`src/rtl/serial_mag_comparator_ctrl_pkg.sv`:
```
// Shared definitions for the serial magnitude comparator: state encoding
// and the helper that sizes the bit-index counter.
package serial_mag_comparator_ctrl_pkg;

  typedef enum logic [1:0] {
    ST_IDLE    = 2'd0,
    ST_COMPARE = 2'd1,
    ST_DONE    = 2'd2
  } state_t;

  // Bit-index counter width; a 1-bit operand still needs a 1-bit counter.
  function automatic int calcCntW(input int width);
    return (width <= 1) ? 1 : $clog2(width);
  endfunction

endpackage

```
`src/rtl/serial_mag_comparator_ctrl_cmp_bit_cell.sv`:
```
// Single-bit magnitude comparator cell. Purely combinational; exactly one
// of bgt/beq/blt is high for any input pair.
module cmp_bit_cell (
  input  logic x,
  input  logic y,
  output logic bgt,
  output logic beq,
  output logic blt
);

  assign bgt = x & ~y;
  assign blt = ~x & y;
  assign beq = ~(x ^ y);

endmodule

```
`src/rtl/serial_mag_comparator_ctrl.sv`:
```
// Serial unsigned magnitude comparator. Operands are captured on an accepted
// start and walked MSB first through one cmp_bit_cell, one bit per clock.
// Optional macro SERIAL_CMP_EARLY_EXIT_EN: when defined, the compare ends on
// the first differing bit; otherwise it always takes WIDTH cycles and the
// first decision is frozen while the remaining bits are stepped through.
module serial_mag_comparator_ctrl
  import serial_mag_comparator_ctrl_pkg::*;
#(
  parameter int WIDTH = 8
) (
  input  logic             clk,
  input  logic             rst,
  input  logic             start,
  input  logic [WIDTH-1:0] a,
  input  logic [WIDTH-1:0] b,
  output logic             busy,
  output logic             done,
  output logic             gt,
  output logic             eq,
  output logic             lt
);

  localparam int CNT_W = calcCntW(WIDTH);
  localparam logic [CNT_W-1:0] IDX_MAX = CNT_W'(WIDTH - 1);

  state_t           r_state;
  state_t           w_nextState;
  logic [WIDTH-1:0] r_a;
  logic [WIDTH-1:0] r_b;
  logic [CNT_W-1:0] r_idx;
  logic             r_decided;
  logic             r_seenGt;
  logic             r_seenLt;
  logic             r_gt;
  logic             r_eq;
  logic             r_lt;

  logic             w_bitA;
  logic             w_bitB;
  logic             w_bgt;
  logic             w_beq;
  logic             w_blt;
  logic             w_lastBit;
  logic             w_newDecision;
  logic             w_exitCompare;
  logic             w_finalGt;
  logic             w_finalEq;
  logic             w_finalLt;

  assign w_bitA = r_a[r_idx];
  assign w_bitB = r_b[r_idx];

  cmp_bit_cell u_cell (
    .x   (w_bitA),
    .y   (w_bitB),
    .bgt (w_bgt),
    .beq (w_beq),
    .blt (w_blt)
  );

  assign w_lastBit     = (r_idx == '0);
  assign w_newDecision = !w_beq && !r_decided;

`ifdef SERIAL_CMP_EARLY_EXIT_EN
  assign w_exitCompare = !w_beq || w_lastBit;
`else
  assign w_exitCompare = w_lastBit;
`endif

  // The first decision wins; if none was made before this bit, the cell decides now.
  assign w_finalGt = r_decided ? r_seenGt : w_bgt;
  assign w_finalLt = r_decided ? r_seenLt : w_blt;
  assign w_finalEq = !r_decided && w_beq;

  assign busy = (r_state != ST_IDLE);
  assign done = (r_state == ST_DONE);
  assign gt   = r_gt;
  assign eq   = r_eq;
  assign lt   = r_lt;

  // State register.
  always_ff @(posedge clk) begin
    if (rst) begin
      r_state <= ST_IDLE;
    end else begin
      r_state <= w_nextState;
    end
  end

  // Next-state logic: IDLE waits for start, COMPARE runs until its exit bit, DONE lasts one cycle.
  always_comb begin
    w_nextState = r_state;
    case (r_state)
      ST_IDLE: begin
        if (start) begin
          w_nextState = ST_COMPARE;
        end
      end
      ST_COMPARE: begin
        if (w_exitCompare) begin
          w_nextState = ST_DONE;
        end
      end
      ST_DONE: begin
        w_nextState = ST_IDLE;
      end
      default: begin
        w_nextState = ST_IDLE;
      end
    endcase
  end

  // Operand capture, bit-index countdown, decision tracking and result registers.
  always_ff @(posedge clk) begin
    if (rst) begin
      r_a       <= '0;
      r_b       <= '0;
      r_idx     <= '0;
      r_decided <= 1'b0;
      r_seenGt  <= 1'b0;
      r_seenLt  <= 1'b0;
      r_gt      <= 1'b0;
      r_eq      <= 1'b0;
      r_lt      <= 1'b0;
    end else begin
      case (r_state)
        ST_IDLE: begin
          if (start) begin
            r_a       <= a;
            r_b       <= b;
            r_idx     <= IDX_MAX;
            r_decided <= 1'b0;
            r_seenGt  <= 1'b0;
            r_seenLt  <= 1'b0;
            r_gt      <= 1'b0;
            r_eq      <= 1'b0;
            r_lt      <= 1'b0;
          end
        end
        ST_COMPARE: begin
          if (w_newDecision) begin
            r_decided <= 1'b1;
            r_seenGt  <= w_bgt;
            r_seenLt  <= w_blt;
          end
          if (w_exitCompare) begin
            r_gt <= w_finalGt;
            r_eq <= w_finalEq;
            r_lt <= w_finalLt;
          end else begin
            r_idx <= r_idx - 1'b1;
          end
        end
        default: begin
        end
      endcase
    end
  end

endmodule

```
`config.mk`:
```
export PLATFORM = sky130hd
export DESIGN_NAME = serial_mag_comparator_ctrl
export DESIGN_NICKNAME = d
export VERILOG_FILES = /design/src/rtl/serial_mag_comparator_ctrl_pkg.sv /design/src/rtl/serial_mag_comparator_ctrl_cmp_bit_cell.sv /design/src/rtl/serial_mag_comparator_ctrl.sv
export SDC_FILE = /design/constraint.sdc
export NUM_CORES = 1
export LEC_CHECK = 0
export ABC_AREA = 1
export CORE_MARGIN = 5
export CORE_UTILIZATION = 51
export DETAILED_ROUTE_END_ITERATION = 6
export GPL_TIMING_DRIVEN = 0
export PLACE_DENSITY = 0.85
export SLEW_MARGIN = 20
export SYNTH_ARGS = -nofsm -noshare
export SYNTH_HDL_FRONTEND = slang
export SYNTH_SLANG_ARGS = --single-unit
```
`constraint.sdc`:
```
create_clock -name clk -period 2.3 [get_ports clk]
set_input_delay 0.46 -clock clk [delete_from_list [all_inputs] [get_ports clk]]
set_output_delay 0.46 -clock clk [all_outputs]
set_load 0.005 [all_outputs]
```
==> results.sh, run 1 <==
export IMPL_finalHoldViolations=0
export IMPL_grt_total_usage_pct=15.4
export IMPL_rows=18
export IMPL_grt_start_max_net_pins=15
export IMPL_dieArea_sq_um=3650
export IMPL_wl_per_cell_microns=10.0
export IMPL_routed_wirelength_mm=2.44
export IMPL_dp_slack_ps=413
export IMPL_viasPerCell=4.94
export IMPL_irDropWorstVdd_mv=0.480
export IMPL_crit_arrival_ps=2190
export IMPL_netlist_area_sq_um=1300
export IMPL_antenna_left=0
export IMPL_io_buffers=23
export IMPL_finalSetupTns_ps=0
export IMPL_avgSynthCellArea_sq_um=6.93
export IMPL_hp_class="reg2reg"
export IMPL_hold_ws_ps=472
export IMPL_rsz0062_at_grt="no"
export IMPL_place_hpwl_mm=1.85
export IMPL_num_vias=1205
export IMPL_seq_area_sq_um=541
export IMPL_cts_resized=0
export IMPL_drc_errors=0
export IMPL_grt_pass1_wl_mm=4.24
export IMPL_core_area_sq_um=2450
export IMPL_cts_buffers=3
export IMPL_whs_endpoint="gt"
export IMPL_path_max_fanout=11
export IMPL_final_max_slew_viol_count=0
export IMPL_fin_skew_ps=6.56
export IMPL_clk_latency_ps=320
export IMPL_syn_to_final_growth_pct=22.7
export IMPL_synth_top_area_cell="dfxtp_1"
export IMPL_r2r_start="r_idx[0]"
export IMPL_antenna_found_initial=0
export IMPL_postCtsSetupBuffers=0
export IMPL_ys_seq_area_share_pct=41.7
export IMPL_min_from="gt"
export IMPL_fin_nets=238
export IMPL_cp_end_kind="flip-flop"
export IMPL_synth_edf_count=0
export IMPL_yosys_area_top_type_share_pct=41.7
export IMPL_syn_nets=210
export IMPL_nFillCells=229
export IMPL_drive_gt1_share_pct=8.41
export IMPL_ys_ff_latch=27
export IMPL_setup_violations=0
export IMPL_first_global_vias=1056
export IMPL_final_core_util_pct=64.8
export IMPL_fmax_ghz=0.519
export IMPL_firstDrtPassIters=4
export IMPL_leakage_uw=0.000698
export IMPL_fin_crit_sh_pct=83.7
export IMPL_overflow=0
export IMPL_required_ps=2560
export IMPL_fp_dieW_microns=60.4
export IMPL_multi_input_area_sq_um=652
export IMPL_path_clk_slew_ps=140
export IMPL_cts_sinks=27
export IMPL_tightest_slew_ps=394
export IMPL_antennaDiodeCount=0
export IMPL_initial_core_util_pct=52.8
export IMPL_crit_type="reg2reg"
export IMPL_relSlewSlack_pct=73.7
export IMPL_drv_cap=0
export IMPL_ff2ff_setup_slack_ps=370
export IMPL_ios=24
export IMPL_timing_rr_end="r_seenGt"
export IMPL_cts_tree="built"
export IMPL_clk_path_buf_depth=2
export IMPL_ys_async_sr_fraction_pct=0
export IMPL_gp_congestion=0.816
export IMPL_ys_types=23
export IMPL_synth_area_top_cells="dfxtp_1 (42%), nor2_1 (18%), o21ai_1 (7.7%)"
export IMPL_clockRootBuffer="clkbuf_4"
export IMPL_drtIter0Drc=41
export IMPL_synthCells=187
export IMPL_yosys_most_used_dff="dfxtp_1"
export IMPL_htreeDepth=1
export IMPL_r2r_cells=12
export IMPL_synth_most_common_cell="nor2_1"
export IMPL_min_period_ps=1930
export IMPL_hold_path_depth=2
export IMPL_ys_warn_count=0
export IMPL_postCtsHoldBufs=0
export IMPL_power_total_uw=1100
export IMPL_die_h_microns=60.4
export IMPL_startpoint_type="flip-flop"
export IMPL_setup_ws_ps=374
export IMPL_status="complete, no violations"
export IMPL_netlist_top_cells_count="nor2_1 (61), dfxtp_1 (27), nand2_1 (23)"
export IMPL_powerDensity_nw_per_um2=694
cell families after synthesis:
kind of cell / after synthesis / synth area share [%]
and+or+nand+nor: 97 / 30.9
AOI/OAI and AO/OA: 38 / 14.9
DFF: 27 / 41.7
buffers and inverters: 20 / 8.01
adders and majority gates: 4 / 3.86
xor gates and xnor gates: 1 / 0.676
state kept, by name, indices dropped and copies added (netlist names), 2 cells and up:
| signal | count |
|---|---|
| r_a | 8 |
| r_b | 8 |
| r_idx | 3 |
| r_state | 2 |
per-layer routing:
| layer | up-vias | global-route usage (%) | wire length [microns] |
|---|---|---|---|
| li1 | 646 | - | - |
| met1 | 530 | 17.7 | 1090 |
| met2 | 22 | 26.9 | 1170 |
| met3 | 7 | 3.19 | 107 |
| met4 | 0 | 7.74 | 71 |
| met5 | - | 0 | 0 |
per-stage QoR:
stage,area [sq um],instances
after detailed placement,1560,240
after CTS,1590,244
final,1590,244
after floorplan,1300,187
after global routing,1590,244
after global placement,1560,240
cells in the final DEF (no fill, tap or decap):
master / Yosys / routed
a21oi_1: 5 / 5
buf_2: 1 / 1
buf_4: 2 / 2
buf_6: 2 / 2
clkbuf_1: 2 / 3
clkbuf_4: 0 / 3
clkdlybuf4s50_1: 0 / 23
dfxtp_1: 27 / 27
ha_1: 4 / 4
inv_1: 10 / 10
inv_2: 2 / 2
inv_6: 1 / 1
nand2_1: 23 / 23
nand2_2: 2 / 2
nand2_4: 1 / 1
nand3_1: 4 / 4
nand4_1: 1 / 1
nor2_1: 61 / 61
nor2_2: 3 / 3
nor2_4: 1 / 1
nor3_1: 1 / 1
o21a_1: 1 / 1
o21ai_0: 12 / 12
o21ai_1: 20 / 20
xor2_1: 1 / 1
layout make-up:
type	instances	share of cell area (%)
Multi-Input combinational cell	140	41.0
Sequential cell	27	34.0
Timing Repair Buffer	23	14.5
Inverter	13	3.38
Buffer	7	3.15
Tap cell	30	2.36
Clock buffer	4	1.65
worst max-delay path, stage by stage (launching register included):
cell	delay, ps
dfxtp_1	340
buf_4	160
inv_2	50
buf_6	130
o21ai_0	170
nand2_1	90
o21ai_1	160
ha_1	270
inv_1	60
nand2_1	60
nor2_1	160
nand2_1	80
a21oi_1	140
worst max path at each step:
stage / from / end / slack, ps / depth (start not counted)
CTS: r_idx[0] / r_seenGt / 370 / 12
detailed placement: r_idx[0] / r_seenGt / 410 / 12
global placement: r_idx[0] / r_seenGt / 460 / 12
global route: r_idx[0] / r_seenGt / 90 / 12
finish: r_idx[0] / r_seenGt / 370 / 12
floorplan: r_idx[0] / r_seenGt / 630 / 13
report_power, final:
part           internal (uW)  switching [uW]  leakage, uW
clock                   67.9             131    0.0000150
sequential               516            28.3     0.000223
combinational            157             203     0.000460
total                    741             362     0.000698
Power figures use the tool's default switching activity.
==> run 2: changes to the inputs <==
- CORE_UTILIZATION: 51 -> 46
- PLACE_DENSITY: 0.85 -> 0.81
- clock period: 2.3 -> 1.7 ns (I/O delays scaled with it)
==> results.sh, run 2 (same netlist as run 1, synthesis figures left out) <==
export IMPL_status="complete, but fails checks"
export IMPL_failed_checks="negative setup slack"
export IMPL_cts_tree="built"
export IMPL_drtIter0Drc=44
export IMPL_antenna_left=0
export IMPL_irDropWorstVdd_mv=0.556
export IMPL_hold_path_depth=2
export IMPL_stdcell_area_sq_um=1740
export IMPL_r2r_cells=14
export IMPL_grt_total_usage_pct=15.2
export IMPL_powerDensity_nw_per_um2=970
export IMPL_first_global_vias=1195
export IMPL_num_vias=1231
export IMPL_final_cell_mix="nor2_1 (58), dfxtp_1 (23), clkdlybuf4s50_1 (21), nand2_1 (19), o21ai_1 (16)"
export IMPL_finalSetupTns_ps=-174
export IMPL_wl_per_cell_microns=11.5
export IMPL_crit_type="reg2reg"
export IMPL_drv_cap=0
export IMPL_htreeDepth=1
export IMPL_core_area_sq_um=2730
export IMPL_rows=19
export IMPL_finalHoldViolations=0
export IMPL_min_period_ps=1760
export IMPL_final_max_slew_viol_count=0
export IMPL_clk_path_buf_depth=2
export IMPL_routed_wirelength_mm=2.89
export IMPL_crit_arrival_ps=2020
export IMPL_startpoint_type="flip-flop"
export IMPL_ios=24
export IMPL_firstDrtPassIters=4
export IMPL_io_buffers=23
export IMPL_min_from="gt"
export IMPL_cp_end_kind="flip-flop"
export IMPL_place_hpwl_mm=2.00
export IMPL_r2r_start="r_idx[0]"
export IMPL_fin_nets=244
export IMPL_path_max_fanout=8
export IMPL_multi_input_area_sq_um=732
export IMPL_postCtsHoldBufs=0
export IMPL_post_dp_cell_area_sq_um=1570
export IMPL_drc_errors=0
export IMPL_cts_buffers=3
export IMPL_grt_start_max_net_pins=15
export IMPL_timing_rr_end="r_seenGt"
export IMPL_setup_violations=5
export IMPL_clockRootBuffer="clkbuf_4"
export IMPL_ff2ff_setup_slack_ps=-60
export IMPL_syn_to_final_growth_pct=34.2
export IMPL_die_h_microns=63.1
export IMPL_fin_crit_sh_pct=104
export IMPL_required_ps=1960
export IMPL_antenna_found_initial=0
export IMPL_setup_ws_ps=-64.7
export IMPL_drive_gt1_share_pct=21.4
export IMPL_hold_ws_ps=471
export IMPL_initial_core_util_pct=47.4
export IMPL_fmax_ghz=0.567
export IMPL_dieArea_sq_um=3980
export IMPL_hp_class="reg2reg"
export IMPL_fin_skew_ps=2.39
export IMPL_overflow=0
export IMPL_power_total_uw=1690
export IMPL_final_common_cell="nor2_1"
export IMPL_clk_latency_ps=320
export IMPL_fp_dieW_microns=63.1
export IMPL_tightest_slew_ps=425
export IMPL_leakage_uw=0.000773
export IMPL_grt_pass1_wl_mm=5.00
export IMPL_whs_endpoint="gt"
export IMPL_seq_area_sq_um=548
export IMPL_reg_largest_list="r_a: 8 flops, r_b: 8 flops, r_idx: 3 flops"
export IMPL_viasPerCell=4.90
export IMPL_relSlewSlack_pct=71.7
export IMPL_path_clk_slew_ps=140
export IMPL_cts_sinks=27
export IMPL_antennaDiodeCount=0
export IMPL_nFillCells=237
export IMPL_gp_congestion=0.856
export IMPL_rsz0062_at_grt="yes"
run 2: cell count changes in the layout (fill, tap and decap cells not counted), sizes merged:
cell           delta
dlymetal6s2s      +2
buf               +6
clkdlybuf4s50     -2
run 2: area by class of cell:
type | count | area share [%]
buffer | 7 | 3.31
clock buffer | 4 | 1.51
inverter | 13 | 3.38
multi-input combinational | 140 | 42.1
sequential | 27 | 31.5
tap | 31 | 2.23
timing repair buffer | 29 | 16.0
run 2: worst max-delay path by stage:
stage	end	slack [ps]	cells past startpoint	from
after floorplan	r_seenGt	30	13	r_idx[0]
after global placement	r_seenLt	-140	12	r_idx[0]
after detailed placement	r_seenLt	-180	12	r_idx[0]
after CTS	r_seenGt	-60	13	r_idx[0]
after global routing	r_seenLt	-180	13	r_idx[0]
final	r_seenGt	-60	14	r_idx[0]
run 2: critical path, stage by stage, from the launching register on:
cell     delay [ps]
dfxtp_2         380
buf_6           130
inv_4            40
buf_8           130
o21ai_2         140
nand2_1          70
nand2_1          70
nand2_2          60
ha_4            280
inv_4            40
nand2_4          70
nand2_2          50
nand3_2          70
nand2_1          50
a21oi_1         130
run 2: metrics by stage:
step | util, % | worst slack, ps | cells
6_report | 63.6 | -64.7 | 251
5_1_grt | 63.6 | -182 | 251
4_1_cts | 61.9 | -59.9 | 251
3_5_place_dp | 57.3 | -178 | 241
3_3_place_gp | 57.3 | -143 | 241
2_1_floorplan | - | 29.3 | 187
run 2: where the power goes:
part	internal, uW	switching (uW)
registers	700	44.4
clock network	91.8	181
logic	306	364
total	1100	589
run 2: what timing repair did:
action | CTS | global route
cloned | 1 | 0
hold endpoints to repair | 0 | 0
pin swaps | 14 | 8
setup buffers | 5 | 0
setup endpoints to repair | 6 | 12
resized for setup | 21 | 15
run 2: routing by layer:
metal	wire length (microns)	vias to the layer above	track usage (%)
li1	-	660	-
met1	1370	547	20.1
met2	1380	20	25.1
met3	117	4	3.02
met4	27	0	3.98
met5	0	-	0
